==> src/rtl/serial_pkg.sv <==
// Shared constants, state type and sizing helper for the serial digit link.
package serial_pkg;

    localparam int unsigned SERIAL_WIDTH_DEFAULT = 32;

    typedef enum logic {
        StIdle,
        StShift
    } shift_state_e;

    // Counter must hold WIDTH itself, not just WIDTH-1.
    function automatic int unsigned bitcnt_width(input int unsigned width);
        return $clog2(width + 1);
    endfunction

endpackage

==> src/rtl/serial_shifter.sv <==
// Parallel-load, MSB-first serial shifter with an active-high frame enable.
module serial_shifter
    import serial_pkg::*;
#(
    parameter int unsigned WIDTH = SERIAL_WIDTH_DEFAULT
) (
    input  logic             sclk,
    input  logic             rst,
    input  logic             load_data,
    input  logic [WIDTH-1:0] data_in,
    output logic             data_enable,
    output logic             sdo
);

    localparam int unsigned CntW = bitcnt_width(WIDTH);

    shift_state_e     r_state;
    shift_state_e     w_state_d;
    logic [WIDTH-1:0] r_shreg;
    logic [CntW-1:0]  r_bitcnt;
    logic             r_load_q;
    logic             w_accept;
    logic             w_busy;
    logic             w_last;

    assign w_accept = load_data & ~r_load_q;
    assign w_busy   = (r_state == StShift);
    assign w_last   = (r_bitcnt == CntW'(1));

    always_ff @(posedge sclk) begin
        if (rst) begin
            r_state <= StIdle;
        end else begin
            r_state <= w_state_d;
        end
    end

    // A fresh load always wins, so a restart or back-to-back word never drops the frame.
    always_comb begin
        w_state_d = r_state;
        unique case (r_state)
            StIdle: begin
                if (w_accept) w_state_d = StShift;
            end
            StShift: begin
                if (!w_accept && w_last) w_state_d = StIdle;
            end
            default: w_state_d = StIdle;
        endcase
    end

    always_ff @(posedge sclk) begin
        if (rst) begin
            r_shreg  <= '0;
            r_bitcnt <= '0;
            r_load_q <= 1'b0;
        end else begin
            r_load_q <= load_data;
            if (w_accept) begin
                r_shreg  <= data_in;
                r_bitcnt <= CntW'(WIDTH);
            end else if (w_busy) begin
                r_shreg  <= {r_shreg[WIDTH-2:0], 1'b0};
                r_bitcnt <= r_bitcnt - CntW'(1);
            end
        end
    end

    always_comb begin
        data_enable = w_busy;
        sdo         = w_busy ? r_shreg[WIDTH-1] : 1'b0;
    end

endmodule

==> config.mk <==
export PLATFORM = sky130hd
export DESIGN_NAME = serial_shifter
export DESIGN_NICKNAME = d
export VERILOG_FILES = /design/src/rtl/serial_pkg.sv /design/src/rtl/serial_shifter.sv
export SDC_FILE = /design/constraint.sdc
export NUM_CORES = 1
export LEC_CHECK = 0
export ABC_AREA = 1
export BUFFER_PORTS_ARGS = -buffer_cell sky130_fd_sc_hd__buf_2
export CELL_PAD_IN_SITES_DETAIL_PLACEMENT = 1
export CELL_PAD_IN_SITES_GLOBAL_PLACEMENT = 2
export CORE_ASPECT_RATIO = 2
export CORE_MARGIN = 4
export CORE_UTILIZATION = 26
export CTS_CLUSTER_DIAMETER = 150
export DETAILED_ROUTE_END_ITERATION = 12
export PLACE_DENSITY_LB_ADDON = 0.1
export SETUP_SLACK_MARGIN = 0.15
export SYNTH_ARGS = -nofsm -noshare
export SYNTH_HDL_FRONTEND = slang
export SYNTH_SLANG_ARGS = --single-unit
==> constraint.sdc <==
create_clock -name sclk -period 1.1 [get_ports sclk]
set_input_delay 0.055 -clock sclk [delete_from_list [all_inputs] [get_ports sclk]]
set_output_delay 0.055 -clock sclk [all_outputs]
set_load 0.1 [all_outputs]
==> run_results.csv <==
group,metric,value,unit
floorplanning,design.core.area,6940,sq um
clock_tree,cts_htree_levels,2,
final_layout,antenna_cells,0,
timing,timing.final.setup_violations,25,
yosys,synth_top_area_cell,"sky130_fd_sc_hd__dfxtp_1",
power,power.leakage,1.40,nW
yosys,synth_enable_flop_cells,0,
floorplanning,floorplan.initialDensity,26.6,%
power,peakVddDrop,0.793,mV
clock_tree,numCtsBuffers,5,
drt,via_count,1957,
global_route,grt_antenna_before_repair,0,
yosys,async_reset_ff_share,0,%
timing,timing_limited_maximum_frequency,0.855,GHz
hold_path,holdCritPathClass,"input port to flop",
run_status,status,"complete, but fails checks",
clock_tree,clock_sink_count,40,
global_route,grt_remaining_overflow,0,
placement,post_dp_hpwl,3.50,mm
clock_tree,cts.root.buffer_cell,"sky130_fd_sc_hd__clkbuf_16",
clock_tree,clock_insertion_delay_worst_skew,290,ps
yosys,synth.cells.most_frequent,"sky130_fd_sc_hd__nand2_1, sky130_fd_sc_hd__nor2_1, sky130_fd_sc_hd__dfxtp_1",
run_status,failed_checks,"negative hold slack, negative setup slack",
setup_path,critical_path_arrival,1110,ps
timing,hold_ws,-7.88,ps
yosys,postSynthRegisterBits,40,
timing,final_min_period_over_clock_period,106,%
final_layout,area_growth_syn_to_fin,75.0,%
drt,drt_iter0_markers,42,
placement,number_of_port_buffers,36,
yosys,synth.most_common_cell,"sky130_fd_sc_hd__nand2_1",
final_layout,filler_cell_count,808,
setup_path,worstSetupEndpointType,"output port",
timing,slew_of_the_pin_with_the_lowest_slew_margin,304,ps
yosys,yosys_warnings,0,
global_route,maximum_number_of_pins_on_one_net_before_global_route_repair,19,
yosys,post_synth_top_area_share,43.4,%
power,finalPower,4.67,mW
floorplanning,die_x,67.6,microns
yosys,share_of_the_yosys_chip_area_belonging_to_registers,43.4,%
floorplanning,io_pins,37,
drt,detail_route.first_pass.iterations,4,
drt,postRouteAntennaNets,0,
final_layout,multiInputGateArea,1250,sq um
yosys,synth_cell_types,19,
floorplanning,floorplan.die_area,8590,sq um
drt,wire_per_inst,15.9,microns
yosys,syn_inst,265,
placement,gpl.final_weighted_congestion,0.715,
drt,route.detailed.drc,0,
timing,fin_worst_skew,7.04,ps
setup_path,path_class,"flop to output port",
final_layout,final-seq-area,807,sq um
clock_tree,cts.reportedPaths.clkPinSlew,60,ps
yosys,avg_inst_size_synth,6.96,sq um
yosys,synthFlopType,"sky130_fd_sc_hd__dfxtp_1",
global_route,wire_length_of_the_first_global_routing_pass,10.4,mm
clock_tree,clock_path_buffers,2,
timing,slew_viol_final,0,
global_route,groute.usage.overall,16.1,%
final_layout,layout-drive-gt1-share,50.3,%
flow_run,max_cap_violations,0,
power,power_density,1450,nW/um^2
setup_path,sort_of_element_at_the_start_of_the_critical_path,"flop",
setup_path,timing.critical_path.required,1040,ps
final_layout,final_cell_area,3230,sq um
global_route,first_global_vias,2074,
floorplanning,die_h,127,microns
timing,rsz_0062_raised_after_global_routing,"yes",
drt,routed_wirelength,6.65,mm
timing,max-slew-margin-rel,79.7,%
final_layout,num-nets-final,364,
yosys,synth_top_cells_by_area,"sky130_fd_sc_hd__dfxtp_1, sky130_fd_sc_hd__nand2_1, sky130_fd_sc_hd__a21oi_1, sky130_fd_sc_hd__o21ai_0, sky130_fd_sc_hd__nor2_1",
final_layout,finish.utilization,46.5,%
timing,finalWorstSetupSlack,-69.7,ps
placement,post_dp_area,2210,sq um
drt,drt-vias-per-instance,4.68,
yosys,syn_nets,302,
timing,period_minus_slack,1170,ps
timing,finalHoldViolations,2,
floorplanning,placement_rows,43,
setup_path,crit_path_max_fanout,4,
yosys,synth_area,1840,sq um
clock_tree,cts_tree,"yes",
## critical path: stages, from the launching register on
cell                         delay, ps
sky130_fd_sc_hd__dfxtp_4           360
sky130_fd_sc_hd__buf_12            120
sky130_fd_sc_hd__nand2_4            50
sky130_fd_sc_hd__clkinvlp_4        100
sky130_fd_sc_hd__buf_12            180
## sequential cells by signal, summed over array words and instances, names as in the netlist
signal	cells
r_load_q	1
data_enable	1
r_shreg	32
r_bitcnt	6
## cells by family after synthesis
| kind of cell | Yosys count | share of synthesized area, % |
|---|---|---|
| adders and majority gates | 2 | 1.36 |
| and+or+nand+nor | 122 | 26.3 |
| DFF | 40 | 43.4 |
| buffers and inverters | 30 | 9.50 |
| AOI/OAI and AO/OA | 71 | 19.4 |
## where the power goes
part,switching (mW),total [mW],internal [mW]
Combinational,0.603,1.19,0.588
Clock,0.619,1.81,1.20
Sequential,0.0956,1.67,1.57
## path summary, 6_finish.rpt
path | from | endpoint | slack [ps] | depth (start not counted)
setup / recovery | data_enable$_SDFF_PP0_ | sdo | -70 | 4
hold / removal | data_in[16] | r_shreg[16]$_SDFFE_PP0P_ | -8 | 3
setup reg to reg | r_load_q$_SDFF_PP0_ | r_shreg[5]$_SDFFE_PP0P_ | -50 | 7
hold reg to reg | r_shreg[30]$_SDFFE_PP0P_ | r_shreg[30]$_SDFFE_PP0P_ | 490 | 2
## what timing repair did
action	in CTS	in global routing
setup buffers	13	2
gates resized for setup	55	78
hold buffers	0	0
endpoints found under the setup margin	41	41
pin swaps	6	26
cloned	7	4
## per-stage QoR
stage	setup slack, ps	TNS (ps)	cells
finish	-69.7	-720	418
global route	-145	-2560	418
CTS	-78.9	-267	412
detailed placement	20.9	0	384
global placement	59.5	0	384
floorplan	-162	-3560	265
## cell usage in the layout (no fill, tap or decap), types with 3 or more instances in the layout
cell type	n
sky130_fd_sc_hd__nor2_1	42
sky130_fd_sc_hd__dfxtp_1	37
sky130_fd_sc_hd__nand2_1	36
sky130_fd_sc_hd__buf_2	34
sky130_fd_sc_hd__a21oi_2	27
sky130_fd_sc_hd__nand2_4	22
sky130_fd_sc_hd__o21ai_0	13
sky130_fd_sc_hd__nand2_2	11
sky130_fd_sc_hd__buf_4	11
sky130_fd_sc_hd__inv_1	10
sky130_fd_sc_hd__buf_12	10
sky130_fd_sc_hd__o21ai_2	9
sky130_fd_sc_hd__a21oi_1	9
sky130_fd_sc_hd__o21ai_1	9
sky130_fd_sc_hd__clkbuf_16	9
sky130_fd_sc_hd__buf_16	6
sky130_fd_sc_hd__buf_6	4
sky130_fd_sc_hd__nand3_1	3
sky130_fd_sc_hd__nand3_2	3
sky130_fd_sc_hd__o21ai_4	3
## metal layers
metal  vias up  wire, microns  global-route usage (%)
li1        986              -                       -
met1       929           2550                    18.8
met2        32           3750                    27.5
met3        10            217                    3.52
met4         0            138                    6.82
met5         -              0                       0
## cell type report
cell class              instances  area share [%]
inverters                      14            2.06
repair buffers                 71            25.1
multi-input cells             195            38.7
well taps                      90            3.49
clock buffers                   7            4.73
clock inverters                 1           0.931
flip-flops and latches         40            25.0
Note: power is estimated with default switching activity, not from simulation.
